<file path="src/rtl/audio_i2s_recorder.sv">
// Left-channel I2S capture for the recorder's SRAM write path, clocked on the codec bit clock.
// Each 16-bit sample is written once with an auto-incrementing address; record/pause/stop FSM.
module audio_i2s_recorder #(
  parameter int unsigned       ADDR_W   = 20,
  parameter logic [ADDR_W-1:0] MAX_ADDR = {ADDR_W{1'b1}}
) (
  input  logic              i_clk,
  input  logic              i_rst_n,
  input  logic              i_lrc,
  input  logic              i_data,
  input  logic              i_start,
  input  logic              i_pause,
  input  logic              i_stop,
  output logic [ADDR_W-1:0] o_address,
  output logic [15:0]       o_data,
  output logic              o_wen,
  output logic [ADDR_W-1:0] o_last_addr,
  output logic              o_recording,
  output logic              o_full
);

  typedef enum logic [2:0] {
    StIdle,
    StWait,
    StSkip,
    StCapture,
    StWrite,
    StPaused
  } state_e;

  state_e            state_q;
  logic              lrc_q;
  logic [14:0]       shift_q;
  logic [3:0]        bit_cnt_q;

  logic              lrc_fall;
  logic [15:0]       shift_next;
  logic [ADDR_W-1:0] prev_addr;
  logic              at_max;

  assign lrc_fall   = lrc_q & ~i_lrc;
  assign shift_next = {shift_q, i_data};
  // Address only advances on writes, so the last completed write sits one below it.
  assign prev_addr  = (o_address == '0) ? '0 : o_address - ADDR_W'(1);
  assign at_max     = (o_address == MAX_ADDR);

  always_ff @(posedge i_clk or negedge i_rst_n) begin
    if (!i_rst_n) begin
      state_q     <= StIdle;
      lrc_q       <= 1'b1;
      shift_q     <= '0;
      bit_cnt_q   <= '0;
      o_address   <= '0;
      o_data      <= '0;
      o_wen       <= 1'b0;
      o_last_addr <= '0;
      o_recording <= 1'b0;
      o_full      <= 1'b0;
    end else begin
      lrc_q  <= i_lrc;
      o_wen  <= 1'b0;
      o_full <= 1'b0;
      case (state_q)
        StIdle: begin
          if (i_start) begin
            o_address   <= '0;
            o_recording <= 1'b1;
            state_q     <= StWait;
          end
        end
        StWait, StSkip, StCapture: begin
          if (i_stop) begin
            state_q     <= StIdle;
            o_recording <= 1'b0;
            o_last_addr <= prev_addr;
          end else if (i_pause) begin
            state_q     <= StPaused;
            o_recording <= 1'b0;
          end else if (state_q == StWait) begin
            if (lrc_fall) state_q <= StSkip;
          end else if (state_q == StSkip) begin
            state_q   <= StCapture;
            bit_cnt_q <= '0;
          end else begin
            shift_q   <= shift_next[14:0];
            bit_cnt_q <= bit_cnt_q + 4'd1;
            if (bit_cnt_q == 4'd15) begin
              state_q <= StWrite;
              o_wen   <= 1'b1;
              o_data  <= shift_next;
              o_full  <= at_max;
            end
          end
        end
        StWrite: begin
          if (at_max) begin
            state_q     <= StIdle;
            o_recording <= 1'b0;
            o_last_addr <= MAX_ADDR;
          end else begin
            o_address <= o_address + ADDR_W'(1);
            if (i_stop) begin
              state_q     <= StIdle;
              o_recording <= 1'b0;
              o_last_addr <= o_address;
            end else if (i_pause) begin
              state_q     <= StPaused;
              o_recording <= 1'b0;
            end else begin
              state_q <= StWait;
            end
          end
        end
        StPaused: begin
          if (i_stop) begin
            state_q     <= StIdle;
            o_last_addr <= prev_addr;
          end else if (i_start) begin
            state_q     <= StWait;
            o_recording <= 1'b1;
          end
        end
        default: state_q <= StIdle;
      endcase
    end
  end

endmodule

</file>
<file path="config.mk">
export PLATFORM = sky130hd
export DESIGN_NAME = audio_i2s_recorder
export DESIGN_NICKNAME = d
export VERILOG_FILES = /design/src/rtl/audio_i2s_recorder.sv
export SDC_FILE = /design/constraint.sdc
export NUM_CORES = 1
export LEC_CHECK = 0
export ABC_AREA = 1
export CAP_MARGIN = 20
export CORE_ASPECT_RATIO = 1.1
export CORE_MARGIN = 2
export CORE_UTILIZATION = 58
export DETAILED_ROUTE_END_ITERATION = 12
export DONT_BUFFER_PORTS = 1
export PLACE_DENSITY_LB_ADDON = 0.12
export SLEW_MARGIN = 30
export SYNTH_ARGS = -nofsm -noshare
export SYNTH_HDL_FRONTEND = slang
export SYNTH_SLANG_ARGS = --single-unit
export TNS_END_PERCENT = 5
</file>
<file path="constraint.sdc">
create_clock -name i_clk -period 1.8 [get_ports i_clk]
set_clock_uncertainty 0.15 [all_clocks]
set_input_delay 0.27 -clock i_clk [delete_from_list [all_inputs] [get_ports i_clk]]
set_output_delay 0.27 -clock i_clk [all_outputs]
set_load 0.005 [all_outputs]
</file>
==> flow_summary_export.csv <==
group,metric,value,unit
die,floorplan.die.height,98.51,microns
pwr,ir_drop,0.8289,mV
sta,whs,-0.5654,ns
detailed_routing,met1_length,5.478,mm
detailed_routing,ant_nets,0,
cells_and_area,fillers,681,
worst_setup_path,startpoint_type,"register",
sta,slew_headroom,0.7869,
pwr,power_switching,3.107,mW
clock_network,path_clk_slew,0.10,ns
pwr,finalPower,7.158,mW
cells_and_area,nets,709,
sta,rsz0062_at_grt,"yes",
sta,fin_crit,1.850,ns
global_route,grt_antenna_before_repair,0,
worst_setup_path,critPathMostFrequentCell,"nand2_4",
synth,syn_area,4710,sq um
die,dieArea,8858,sq um
cells_and_area,postLayoutCellArea,5766,sq um
placed_design,postPlaceCellArea,5231,sq um
sta,post-route-period-util,1.028,
worst_setup_path,critical_path_class,"reg -> reg",
sta,drv_slew,0,
worst_setup_path,critical_path_buf_inv_count,0,
worst_setup_path,crit_family,"simple AND/OR/NAND/NOR gates",
flow_run,drv_cap,0,
synth,async_flop_share,1.000,
die,num_rows,34,
detailed_routing,dr.pass1.iters,5,
synth,ys_seq_area_frac,0.4360,
global_route,grt_max_degree,83,
detailed_routing,via_count,4478,
detailed_routing,top_layer_used,"met4",
worst_setup_path,cp-end-kind,"register",
pwr,power_density,1242,nW/um^2
die,die_w,89.92,microns
outcome,status,"finished with violations",
synth,avgSynthCellArea,7.523,sq um
clock_network,insertion_delay,0.36,ns
clock_network,cts_root_buf,"clkbuf_8",
placed_design,portBuffers,0,
synth,synth_cells,626,
detailed_routing,wirelength,13.53,mm
clock_network,clockBufferDepth,2,
die,core,7913,sq um
sta,final-hold-violation-count,82,
worst_setup_path,crit_path_top_delay_cell,"dfrtp_1",
placed_design,place_ws,-0.1115,ns
pwr,p_clk_frac,0.218,
synth,ys.flop_type,"dfrtp_1",
detailed_routing,drt-wirelength-per-cell,16.68,microns
global_route,grt.total_usage,0.3081,
pwr,sw_frac_of_total,0.4340,
worst_setup_path,crit_fanout,7,
sta,max_clock_freq,540.4,MHz
sta,tightest_slew,0.3163,ns
worst_setup_path,path_cells,"ha_4, nand2_4, nor2_4, nand2_4, nor2_4, nand2_4, nand3_4, nand2_8, nand2_1, o21ai_2",
synth,synth_edf_count,0,
detailed_routing,initialDrtViolationCount,290,
die,ios,66,
worst_setup_path,critPathMaxStageDelay,0.43,ns
die,initial_core_util,0.5952,
pwr,leakage,2.857,nW
clock_network,htreeDepth,3,
clock_network,cts_hold_buf,4,
detailed_routing,drc,0,
detailed_routing,met3_wirelength,844,microns
cells_and_area,area_delta_synth_final,22.42,%
min_path,holdCritPathClass,"in -> async",
clock_network,cts_sinks,82,
synth,yosys_warnings,0,
cells_and_area,n_antenna_cell,0,
detailed_routing,wl_met2,6.647,mm
clock_network,cts_tree,"yes",
synth,synth-seq-cells,82,
global_route,grt_pass1_vias,4389,
sta,setup_viol,20,
synth,syn-num-nets,637,
synth,yosysUniqueCellTypes,36,
cells_and_area,fin_util,0.7287,
worst_setup_path,cp.required,1.90,ns
detailed_routing,via_per_inst,5.522,
worst_setup_path,arrival,1.95,ns
pwr,seq_power_share,0.333,
sta,layout_setup_ws,-0.05034,ns
global_route,overflow,0,
sta,final.setup.tns,-0.3880,ns
global_route,grt_pass1_wl,21.56,mm
clock_network,numCtsBuffers,9,
pwr,internal-power,4.051,mW
pwr,power.share.combinational,0.449,
placed_design,place_congestion,0.9696,
cells_and_area,layout-drive-gt1-share,0.2646,
outcome,violations,"hold timing, setup timing",
placed_design,dpl.hpwl,9.617,mm
## metal layers
metal  track usage  vias up
met5             0        -
met4        0.1550        0
met3       0.07339       43
met2        0.5355      155
met1        0.3592     2157
li1              -     2123
## Yosys cell counts (3+ instances only)
| cell type | n | area (sq um) |
|---|---|---|
| nand2_1 | 201 | 754.5 |
| dfrtp_1 | 81 | 2027 |
| nor2_1 | 60 | 225.2 |
| inv_1 | 56 | 210.2 |
| nand3_1 | 43 | 215.2 |
| o21ai_0 | 30 | 150.1 |
| o21ai_1 | 27 | 135.1 |
| xor2_1 | 18 | 157.7 |
| nand2_2 | 12 | 75.07 |
| buf_2 | 10 | 50.05 |
| nand4_1 | 9 | 56.30 |
| buf_4 | 8 | 60.06 |
| inv_2 | 8 | 30.03 |
| nor2_4 | 7 | 78.83 |
| a21oi_1 | 6 | 30.03 |
| nor3_1 | 6 | 30.03 |
| o21ai_2 | 5 | 43.79 |
| o22ai_1 | 5 | 31.28 |
| buf_6 | 4 | 45.04 |
| clkbuf_1 | 4 | 15.01 |
| ha_1 | 4 | 50.05 |
| nand2_4 | 4 | 45.04 |
| o22ai_2 | 3 | 37.54 |
## path summary, 6_finish.rpt
path	from	endpoint	slack, ns	cells past startpoint
min in group i_clk	i_stop	state_q[2]	0.02	3
min	i_rst_n	o_data[7]	-0.57	0
max	o_address[1]	o_last_addr[18]	-0.05	10
max reg2reg	o_address[1]	o_last_addr[18]	-0.05	10
min reg2reg	shift_q[8]	shift_q[8]	0.35	2
max in group asynchronous	i_rst_n	lrc_q	1.87	0
## flip-flops by register name, indices dropped and copies added, names as in the netlist, 3 cells and up
signal       flops
o_address       20
shift_q         15
state_q          3
o_data          16
o_last_addr     20
bit_cnt_q        4
## power groups by stage
stage / registers, mW / clock network (mW) / logic (mW)
2_1_floorplan: 2.36 / 0 / 2.03
3_3_place_gp: 2.41 / 0 / 2.54
3_5_place_dp: 2.42 / 0 / 2.58
4_1_cts: 2.38 / 1.59 / 2.72
5_1_grt: 2.42 / 1.66 / 3.53
6_report: 2.38 / 1.56 / 3.21
## cells by family (layout without fill, tap and decap cells)
kind of cell | Yosys count | in the layout | synth area share
xor+xnor | 19 | 19 | 0.03533
compound gates | 81 | 81 | 0.09936
simple gates | 346 | 349 | 0.3220
fa+ha+maj | 4 | 4 | 0.01063
buf+inv | 94 | 168 | 0.09670
flops | 82 | 82 | 0.4360
## placed cells by master, fill, tap and decap left out, types with 6 or more instances in the layout
cell        n
a21oi_1     6
buf_4      81
clkbuf_8    9
dfrtp_1    75
dfrtp_2     6
inv_1      55
inv_2       8
nand2_1   187
nand2_2    21
nand2_4     9
nand3_1    41
nand4_1     9
nor2_1     47
nor2_2     11
nor2_4     12
o21ai_0    26
o21ai_1    30
o21ai_2     6
xor2_1     18
## what timing repair did
item                                    4_1_cts  5_1_grt
endpoints found under the setup margin       26       56
resized for setup                             9       52
pin swaps                                     0       14
endpoints found under the hold margin        87       82
buffers inserted                              0        6
cloned                                        0        4
## worst reg2reg max path: cells and delay by family, from the launching register on
kind	cells	cell delay, ns
AOI/OAI and AO/OA	1	0.07
adders and majority gates	1	0.18
DFF	1	0.43
and+or+nand+nor	8	0.91
## metrics by stage
step | hold slack (ns) | std cells
global route | -0.5815 | 811
CTS | -0.5753 | 801
detailed placement | -0.1738 | 781
global placement | -0.1741 | 781
finish | -0.5654 | 811
floorplan | -0.1756 | 626
## cell type report
class	count	area (sq um)	area share
tap	108	135.1	0.02344
timing repair buffer	85	648.1	0.1124
inverter	66	275.3	0.04774
clock buffer	9	123.9	0.02148
sequential	82	2061	0.3574
multi-input combinational	453	2406	0.4173
clock inverter	7	105.1	0.01823
timing repair inverter	1	11.26	0.001953
No activity file was read; power rests on OpenSTA's default activity.
